==> src/rtl/irig_frame_sequencer.sv <==
// IRIG-B frame sequencer: locks to Pr/P markers and emits BCD bit writes into the time register bank.
// Write strobe and field address are registered, valid one cycle after the symbol strobe.
module irig_frame_sequencer (
  input  logic       clk,
  input  logic       hrd_rst,
  input  logic       en,
  input  logic       sym_valid,
  input  logic [2:0] irig_data,
  output logic       wr_en,
  output logic [3:0] dir,
  output logic [1:0] wr_pos,
  output logic       wr_bit,
  output logic [6:0] bit_idx,
  output logic       in_frame,
  output logic       frame_done,
  output logic       err,
  output logic [7:0] frame_cnt,
  output logic [2:0] state
);

  typedef enum logic [2:0] {
    IDLE = 3'd0,
    HUNT = 3'd1,
    SYNC = 3'd2,
    DATA = 3'd3,
    DONE = 3'd4,
    ERR  = 3'd5
  } state_t;

  localparam logic [2:0] CODE_MARK = 3'b111;
  localparam logic [2:0] CODE_ONE  = 3'b011;
  localparam logic [2:0] CODE_ZERO = 3'b001;
  localparam logic [3:0] DIR_NONE  = 4'b1111;

  state_t     cur, nxt;
  logic       is_mark, is_data, at_mark;
  logic       fld_hit;
  logic [3:0] fld_dir;
  logic [6:0] fld_base, fld_off;

  logic       wr_en_nxt, wr_bit_nxt;
  logic [3:0] dir_nxt;
  logic [1:0] wr_pos_nxt;
  logic [6:0] bit_idx_nxt;
  logic [7:0] frame_cnt_nxt;

  assign state      = cur;
  assign in_frame   = (cur == DATA);
  assign frame_done = (cur == DONE);
  assign err        = (cur == ERR);

  assign is_mark = (irig_data == CODE_MARK);
  assign is_data = (irig_data == CODE_ONE) || (irig_data == CODE_ZERO);
  assign at_mark = ((bit_idx % 7'd10) == 7'd9);

  // Frame position -> register field; offset from the field start is the bit weight.
  always_comb begin
    fld_hit  = 1'b1;
    fld_dir  = 4'd0;
    fld_base = 7'd0;
    case (bit_idx) inside
      [7'd1:7'd4]:   begin fld_dir = 4'd0; fld_base = 7'd1;  end
      [7'd6:7'd8]:   begin fld_dir = 4'd1; fld_base = 7'd6;  end
      [7'd10:7'd13]: begin fld_dir = 4'd2; fld_base = 7'd10; end
      [7'd15:7'd17]: begin fld_dir = 4'd3; fld_base = 7'd15; end
      [7'd20:7'd23]: begin fld_dir = 4'd4; fld_base = 7'd20; end
      [7'd25:7'd26]: begin fld_dir = 4'd5; fld_base = 7'd25; end
      [7'd30:7'd33]: begin fld_dir = 4'd6; fld_base = 7'd30; end
      [7'd35:7'd38]: begin fld_dir = 4'd7; fld_base = 7'd35; end
      [7'd40:7'd41]: begin fld_dir = 4'd8; fld_base = 7'd40; end
      default:       fld_hit = 1'b0;
    endcase
    fld_off = bit_idx - fld_base;
  end

  always_ff @(posedge clk) begin
    if (hrd_rst) cur <= IDLE;
    else         cur <= nxt;
  end

  always_comb begin
    nxt           = cur;
    bit_idx_nxt   = bit_idx;
    frame_cnt_nxt = frame_cnt;
    wr_en_nxt     = 1'b0;
    dir_nxt       = dir;
    wr_pos_nxt    = wr_pos;
    wr_bit_nxt    = wr_bit;

    if (!en) begin
      nxt = IDLE;
    end else begin
      case (cur)
        IDLE: nxt = HUNT;
        HUNT: if (sym_valid && is_mark) nxt = SYNC;
        // DONE behaves as SYNC so the next frame's Pr keeps lock.
        SYNC, DONE: begin
          nxt = SYNC;
          if (sym_valid) begin
            if (is_mark) begin
              nxt         = DATA;
              bit_idx_nxt = 7'd1;
            end else begin
              nxt = HUNT;
            end
          end
        end
        DATA: begin
          if (sym_valid) begin
            if (at_mark) begin
              if (!is_mark) begin
                nxt = ERR;
              end else if (bit_idx == 7'd99) begin
                nxt           = DONE;
                frame_cnt_nxt = frame_cnt + 8'd1;
              end else begin
                bit_idx_nxt = bit_idx + 7'd1;
              end
            end else if (!is_data) begin
              nxt = ERR;
            end else begin
              bit_idx_nxt = bit_idx + 7'd1;
              if (fld_hit) begin
                wr_en_nxt  = 1'b1;
                dir_nxt    = fld_dir;
                wr_pos_nxt = fld_off[1:0];
                wr_bit_nxt = (irig_data == CODE_ONE);
              end
            end
          end
        end
        ERR: begin
          nxt = HUNT;
          if (sym_valid && is_mark) nxt = SYNC;
        end
        default: nxt = IDLE;
      endcase
    end

    if (nxt != DATA) bit_idx_nxt = 7'd0;
    if ((nxt == IDLE) || (nxt == HUNT) || (nxt == ERR)) dir_nxt = DIR_NONE;
  end

  always_ff @(posedge clk) begin
    if (hrd_rst) begin
      wr_en     <= 1'b0;
      dir       <= DIR_NONE;
      wr_pos    <= 2'd0;
      wr_bit    <= 1'b0;
      bit_idx   <= 7'd0;
      frame_cnt <= 8'd0;
    end else begin
      wr_en     <= wr_en_nxt;
      dir       <= dir_nxt;
      wr_pos    <= wr_pos_nxt;
      wr_bit    <= wr_bit_nxt;
      bit_idx   <= bit_idx_nxt;
      frame_cnt <= frame_cnt_nxt;
    end
  end

endmodule

==> config.mk <==
export PLATFORM = sky130hd
export DESIGN_NAME = irig_frame_sequencer
export DESIGN_NICKNAME = d
export VERILOG_FILES = /design/src/rtl/irig_frame_sequencer.sv
export SDC_FILE = /design/constraint.sdc
export NUM_CORES = 1
export LEC_CHECK = 0
export CAP_MARGIN = 20
export CORE_ASPECT_RATIO = 0.8
export CORE_MARGIN = 2
export CORE_UTILIZATION = 32
export DETAILED_ROUTE_END_ITERATION = 8
export PLACE_DENSITY = 0.58
export SETUP_SLACK_MARGIN = 0.15
export SYNTH_ARGS = -nofsm -noshare
export SYNTH_HDL_FRONTEND = slang
export SYNTH_SLANG_ARGS = --single-unit
==> constraint.sdc <==
create_clock -name clk -period 8.1 [get_ports clk]
set_clock_uncertainty 0.15 [all_clocks]
set_input_delay 1.62 -clock clk [delete_from_list [all_inputs] [get_ports clk]]
set_output_delay 1.62 -clock clk [all_outputs]
set_load 0.1 [all_outputs]
Yosys cells after proc, flatten, opt, wreduce, memory -nomap -nowiden
Index checks and enable logic that the tools add are counted.
{ "classes": {"mux": 46, "n_reduce_logical": 23, "order_cmp": 18, "n_addsub": 3, "n_eq_ne": 19, "n_shift": 0, "div": 1, "mul": 0, "bitwise": 5} }
{ "ops": {"columns": ["cell", "count"], "rows": [
  ["$mux W7", 7],
  ["$mux W4", 9],
  ["$mux W2", 11],
  ["$ge A7 B5 Y1 const B", 3],
  ["$le A7 B5 Y1 const B", 3],
  ["$le A7 B6 Y1 const B", 3],
  ["$mux W3", 7],
  ["$pmux W3 S5", 1],
  ["$ge A7 B4 Y1 const B", 2],
  ["$ge A7 B6 Y1 const B", 2],
  ["$le A7 B4 Y1 const B", 2],
  ["$pmux W7 S2", 1],
  ["$eq A3 B3 Y1 const B", 4],
  ["$reduce_and A6 Y1", 2],
  ["$logic_and A1 B1 Y1", 10],
  ["$mux W1", 10],
  ["$eq A3 B1 Y1 const B", 3],
  ["$eq A3 B2 Y1 const B", 3],
  ["$add A8 B1 Y8 const B", 1],
  ["$reduce_and A8 Y1", 1],
  ["$add A7 B1 Y7 const B", 1],
  ["$eq A7 B4 Y1 const B", 1],
  ["$eq A7 B7 Y1 const B", 1],
  ["$ge A7 B1 Y1 const B", 1],
  ["14 further kinds", 26]
]} }
{ "word_totals": {"output_inout_bits": 29, "reg_bits": 26, "in_bits": 7, "memories": 0, "ramBits": 0, "romBits": 0, "latchBits": 0, "word_cells": 122} }

Logic depth before layout (Yosys ltp)
{ "logic_depth": {"ltp_word": 12, "ltp_mapped": 12, "depth_no_buf": 12} }

Worst setup path after synthesis
No wires, ideal clock.
{ "synth_timing": {"kind": "reg-to-output", "start": "reg cur[2], in the netlist state[2]", "end": "out err", "setup_slack_ns": 2.899, "arrival_time_ns": 3.431, "path_stages_with_launch": 3, "path_buffers": 0, "required_time_ns": 6.330, "path_cell_list": "dfxtp_1 -> inv_1 -> nor3b_1"} }
{ "synth_via": {"elab_chain_len": 1} }
{ "synth_rtl": {"columns": ["item", "line_no", "text"], "rows": [
  ["start: declaration", "35", "state_t cur, nxt;"],
  ["start signal: assignment", "78", "else cur <= nxt;"],
  ["$eq A3 B3 Y1", "50", "assign err = (cur == ERR);"],
  ["end: declaration", "16", "output logic err,"]
]} }
No other way between the ends.

Final worst setup path
{ "layout_timing": {"start": "reg bit_idx[2]", "end": "out bit_idx[2]"} }
{ "layout_lines": {"columns": ["item", "line_no", "text"], "rows": [
  ["start: declaration", "13", "output logic [6:0] bit_idx,"],
  ["start signal: assignment", "157", "bit_idx <= bit_idx_nxt;"]
]} }
No word-level cell between the ends.

==> run_results.csv <==
group,metric,value,unit
timing,crit_path_time_final,4.25,ns
cells_and_area,number_of_filler_cells_placed_in_the_layout,585,
grt,grt_overflow,0,
timing,slew_of_the_pin_with_the_lowest_slew_margin,0.985,ns
critical_path,slowest_stage,"clkdlybuf4s50_1",
cells_and_area,layout-drive-gt1-share,0.0752,
logic_synthesis,syn-num-nets,256,
die,die_area,0.00692,mm^2
clocking,cts_post_setup_buffers_inserted,0,
timing,fmaxAchievable,0.235,GHz
logic_synthesis,yosys.area.top_type,"dfxtp_1",
clocking,cts_max_path_buffers,2,
die,core.rowCount,25,
routing,first_pass_drt_iterations,4,
cells_and_area,syn2layout_area_growth,22.2,%
logic_synthesis,asyncSetResetFlopFracSynth,0,
logic_synthesis,ys.flop_type,"dfxtp_1",
grt,grt_first_pass_wirelength,8.46,mm
timing,finalSetupViolations,0,
status,outcome,"finished, final reports clean",
power,power_switching,0.0510,mW
routing,drt_drc_violations_left,0,
critical_path,cp_num_buf_inv,1,
clocking,clock_sinks,26,
logic_synthesis,synth_xor_area_frac,0.0306,
critical_path,critPathTopFamily,"buffers and inverters",
grt,first_global_vias,1683,
logic_synthesis,yosys-mux-area-fraction,0.0424,
timing,rsz0062_at_grt,"no",
critical_path,worstPathCellList,"clkdlybuf4s50_1",
routing,wl_per_cell,14.3,um
power,switching_share,0.204,
critical_path,critPathRequiredTime,6.33,ns
clocking,post_cts_resize_count,0,
clocking,cts.reportedPaths.clkPinSlew,0.10,ns
power,internal_power,0.199,mW
worst_hold_path,holdCritPathClass,"reg2reg",
grt,initial_antenna_violation_count,0,
die,dieHeight,74.8,um
die,ios,36,
logic_synthesis,synth_compound_area_frac,0.253,
logic_synthesis,synth_adder_area_share,0.0374,
power,power_frac_comb,0.055,
logic_synthesis,postSynthRegisterBits,26,
critical_path,critPathArrivalTime,2.48,ns
logic_synthesis,yosysTopAreaCellShare,0.260,
logic_synthesis,synthMostInstantiatedCell,"dfxtp_1",
critical_path,worst-setup-path-type,"reg2out",
place,place.port_buffers,35,
clocking,holdBufCountCts,0,
cells_and_area,area_taken_by_multi_input_logic_gates,0.00137,mm^2
timing,fin_setup_tns,0,ns
logic_synthesis,yosys_warnings,0,
logic_synthesis,ys_top_cells_by_area,"dfxtp_1, nor2_1, ha_1",
routing,detail_route.wirelength,4.97,mm
logic_synthesis,postSynthCellCount,243,
cells_and_area,final-instance-count-excl-fill,347,
cells_and_area,insertedDiodeCount,0,
cells_and_area,nets,280,
power,power.sequential.fraction,0.515,
cells_and_area,ff_latch_area,520,um^2
logic_synthesis,post_synth_instance_area,0.00201,mm^2
grt,largest_net_degree_at_the_start_of_global_routing,27,
clocking,cts_made_buffers,3,
clocking,htree_levels,1,
logic_synthesis,synth_cell_types,57,
clocking,clockRootBuffer,"clkbuf_8",
die,die-width,92.5,um
logic_synthesis,synth-simple-area-share,0.322,
die,core,0.00597,mm^2
logic_synthesis,post_synth_most_frequent_cells,"dfxtp_1, nor2_1, nand2_1",
place,dp_hpwl,3.71,mm
power,power_density,102,mW/mm^2
logic_synthesis,synth_top_family_by_area,"simple AND/OR/NAND/NOR gates",
power,clock_power_share,0.430,
clocking,worst_skew_pair.late_latency,0.28,ns
timing,maxSlewHeadroom,0.342,
job,maxCapViolCount,0,
power,total_power,0.250,mW
logic_synthesis,synth_area_per_cell,8.25,um^2
routing,drtIter0Drc,132,
clocking,cts_tree,"done",
place,place.detailed.instances,343,
die,start_util,0.336,
routing,ant_nets,0,
timing,post-route-period-util,0.524,
critical_path,worst-path-max-fanout,26,
critical_path,timing.critical_path.from_type,"flip-flop",
routing,detailroute.via_count,1834,
power,cellLeakagePower,0.834,nW
critical_path,critical_path_capture_point_type,"output port",
grt,grtUsageTotal,0.151,
logic_synthesis,synth-edff-count,0,
routing,via_per_inst,5.29,
power,max_vdd_drop,68.8,uV
logic_synthesis,synth.yosys.seq_area_share,0.260,
timing,drv_slew,0,
critical_path,worst_path_largest_cell_delay,1.28,ns
timing,hold_violations,0,
place,place.gp.congestion,0.802,
## state kept, by name, indices dropped and copies added, names as in the netlist
signal,cells
dir,4
wr_pos,2
wr_bit,1
state,3
wr_en,1
frame_cnt,8
bit_idx,7
## layer usage
| metal | up-vias | wire [um] | track usage |
|---|---|---|---|
| met5 | - | 0 | 0 |
| met2 | 37 | 2130 | 0.226 |
| li1 | 943 | - | - |
| met4 | 0 | 35 | 0.0299 |
| met3 | 2 | 195 | 0.0300 |
| met1 | 852 | 2610 | 0.227 |
## power groups by stage
| stage | logic (mW) | registers, mW | clock network, mW |
|---|---|---|---|
| 6_report | 0.0138 | 0.129 | 0.108 |
| 3_3_place_gp | 0.0136 | 0.132 | 0 |
| 3_5_place_dp | 0.0136 | 0.132 | 0 |
| 4_1_cts | 0.0137 | 0.129 | 0.109 |
| 2_1_floorplan | 0.00573 | 0.134 | 0 |
| 5_1_grt | 0.0148 | 0.129 | 0.117 |
## layout make-up
class,instances,area share
Clock inverter,1,0.0123
Timing Repair Buffer,36,0.146
Multi-Input combinational cell,193,0.560
Sequential cell,26,0.212
Clock buffer,3,0.0168
Tap cell,81,0.0413
Inverter,7,0.0107
## final timing paths
path         startpoint         end  slack (ns)  cells past startpoint
max          bit_idx[2]  bit_idx[2]        3.85                      1
min              dir[3]      dir[3]        0.34                      2
max reg2reg  bit_idx[2]  bit_idx[5]        4.73                      7
min reg2reg      dir[3]      dir[3]        0.34                      2
## tightest hold or removal path, cell delays in order (launching register included)
cell and delay [ns]:
dfxtp_1 0.35, mux2i_1 0.07, nand2_1 0.05
## placed cells by master, fill, tap and decap left out, types with 6 or more instances in the layout
master / n
a211oi_1: 7
clkdlybuf4s50_1: 35
dfxtp_1: 26
ha_1: 6
inv_1: 7
mux2i_1: 7
nand2_1: 16
nand3_1: 10
nand3b_1: 7
nor2_1: 25
nor2b_1: 8
o21ai_0: 14
or3_1: 6
## cells by family (layout without fill, tap and decap cells)
kind of cell	after synthesis	in the layout
xor gates and xnor gates	7	7
buffers and inverters	24	47
DFF	26	26
AOI/OAI and AO/OA	59	59
and+or+nand+nor	113	113
muxes	8	8
adders and majority gates	6	6
## through the flow
step                setup slack (ns)  hold WS, ns  instance area, um^2   util
floorplan                       2.90        0.780                 2010      -
global placement                4.13        0.332                 2380  0.398
detailed placement              4.05        0.320                 2380  0.398
CTS                             3.87        0.343                 2450  0.410
global route                    3.77        0.381                 2450  0.410
finish                          3.85        0.343                 2450  0.410
Note: power is estimated with default switching activity, not from simulation.
==> variant, RTL diff (same flow settings) <==
Reset style: asynchronous (`hrd_rst`), changed in 2 clocked blocks.
--- a/src/rtl/irig_frame_sequencer.sv
+++ b/src/rtl/irig_frame_sequencer.sv
@@ -75,3 +75,3 @@
 
-  always_ff @(posedge clk) begin
+  always_ff @(posedge clk or posedge hrd_rst) begin
     if (hrd_rst) cur <= IDLE;
@@ -143,3 +143,3 @@
 
-  always_ff @(posedge clk) begin
+  always_ff @(posedge clk or posedge hrd_rst) begin
     if (hrd_rst) begin
Behaviour: differs if hrd_rst is asserted again (counterexample within 4 cycles, from zero or initial values and one cycle with hrd_rst high); with hrd_rst held inactive, the same outputs for 10 cycles.
==> variant against the unedited design <==
Setup slack got worse by 38 ps. Sequential cell count did not move. First-iteration DRC count rose by 9.8%. Routed wire length rose by 1.5%. Count of clock-buffer cells in the layout did not move. Sequential share of layout area rose by 5.3 points. Die area fell by 0.30%. Area after synthesis fell by 0.31%. Via count rose by 2.4%. Final cell count rose by 0.58%. Total power rose by 5.6%. Cell area rose by 0.92%. Critical endpoint is now in_frame.
==> variant: results (changes against the unedited design) <==
setup_path:
  arrival_ps: 2520  # was 2480 ps
  rrSetupSlack_ps: 4770  # was 4730 ps
  startpoint: "state[1]"  # was bit_idx[2]
  reg2reg_from: "bit_idx[1]"  # was bit_idx[2]
  r2r_end: "wr_bit"  # was bit_idx[5]
  reg2reg_depth: 9  # was 7
  worstPathMaxFanout: 8  # was 26
  setup.worst_path.end: "in_frame"  # was bit_idx[2]
grt:
  grt_first_pass_wirelength_um: 8473  # was 8459 um
  first_global_vias: 1700  # was 1,683
  grt.total_usage: 0.1538  # was 0.1512
run_status:
  status: "finished clean"  # unchanged
placement:
  gp_congestion: 0.8090  # was 0.8023
timing:
  slew_headroom: 0.3434  # was 0.3415
route:
  drt-initial-drc-count: 145  # was 132
  wl_um: 5044  # was 4968 um
  vias: 1878  # was 1,834
synth:
  synth_ff_type: "dfrtp_1"  # was dfxtp_1
  syn_nets: 254  # was 256
  seq_area_frac_synth: 0.3279  # was 0.2595
  yosys-top-cells-count: "nand2_1, dfrtp_1, nand3_1, nor2_1"  # was dfxtp_1, nor2_1, nand2_1, o21ai_0, nand3_1
  ys_types: 63  # was 57
final_layout:
  final_nets: 282  # was 280
power:
  p_leak_uw: 0.0009604  # was 0.0008341 uW
  p_int_uw: 204.5  # was 199.2 uW
  peakVddDrop_mv: 0.06630  # was 0.06883 mV
## variant: cell count changes after synthesis, moves of 6 or more
cell      unedited run  this run
nand3_1             10        20
a211oi_1             7         1
nand2_1             16        25
dfrtp_1              0        22
a21oi_1              4        12
nor2_1              25        13
dfxtp_1             26         0
## variant: worst min-delay path by stage
| stage | startpoint | to | slack [ps] |
|---|---|---|---|
| 4_1_cts | frame_cnt[7] | frame_cnt[7] | 340 |
| 2_1_floorplan | dir[0] | dir[0] | 570 |
| 3_5_place_dp | frame_cnt[7] | frame_cnt[7] | 330 |
| 6_report | frame_cnt[7] | frame_cnt[7] | 330 |
| 3_3_place_gp | frame_cnt[7] | frame_cnt[7] | 320 |
| 5_1_grt | frame_cnt[7] | frame_cnt[7] | 370 |
## variant: through the flow
step                utilization  worst slack (ps)  instances  area, um2  hold WS (ps)
finish                   0.4140              3814        349       2474         328.4
global route             0.4140              3632        349       2474         374.9
CTS                      0.4094              3815        348       2446         340.1
detailed placement       0.3975              4009        344       2375         326.6
global placement         0.3975              4118        344       2375         315.1
floorplan                     -              3825        241       1999         573.2
## variant: worst max-delay path: stages, from the launching register on
cell and delay [ps]:
dfrtp_1 470, nor2b_1 270, nand2_1 130, inv_1 200
clkdlybuf4s50_1 1170
## variant: cells by family (layout without fill, tap and decap cells)
kind of cell    count (synthesis)  in the layout  synth area share
compound gates                 61             61            0.2122
xor+xnor                       11             11           0.04818
fa+ha+maj                       7              7           0.04255
buf+inv                        25             52           0.06069
flops                          26             26            0.3279
mux                             4              4           0.02315
simple gates                  107            107            0.2854
## variant: cell type report
| cell class | count | area, um2 |
|---|---|---|
| fill | 611 | 3501 |
| multi-input combinational | 190 | 1222 |
| sequential | 26 | 655.6 |
| timing repair buffer | 36 | 377.9 |
| tap | 81 | 101.3 |
| inverter | 12 | 45.04 |
| clock buffer | 3 | 41.29 |
| clock inverter | 1 | 30.03 |
## variant: metal layers
metal  wire, um  share of wire  vias up  track usage
met2       2108           0.42       56       0.2263
li1           -              -      942            -
met1       2620           0.52      876       0.2405
met5          0              0        -            0
met3        295          0.058        4      0.02903
met4         19         0.0038        0      0.01824
## variant: power by group through the flow
stage               sequential, uW  clock [uW]  combinational (uW)
global route                   132         116                25.6
CTS                            132         112                22.4
finish                         132         109                23.8
global placement               134           0                22.3
floorplan                      138           0                9.67
detailed placement             134           0                22.3
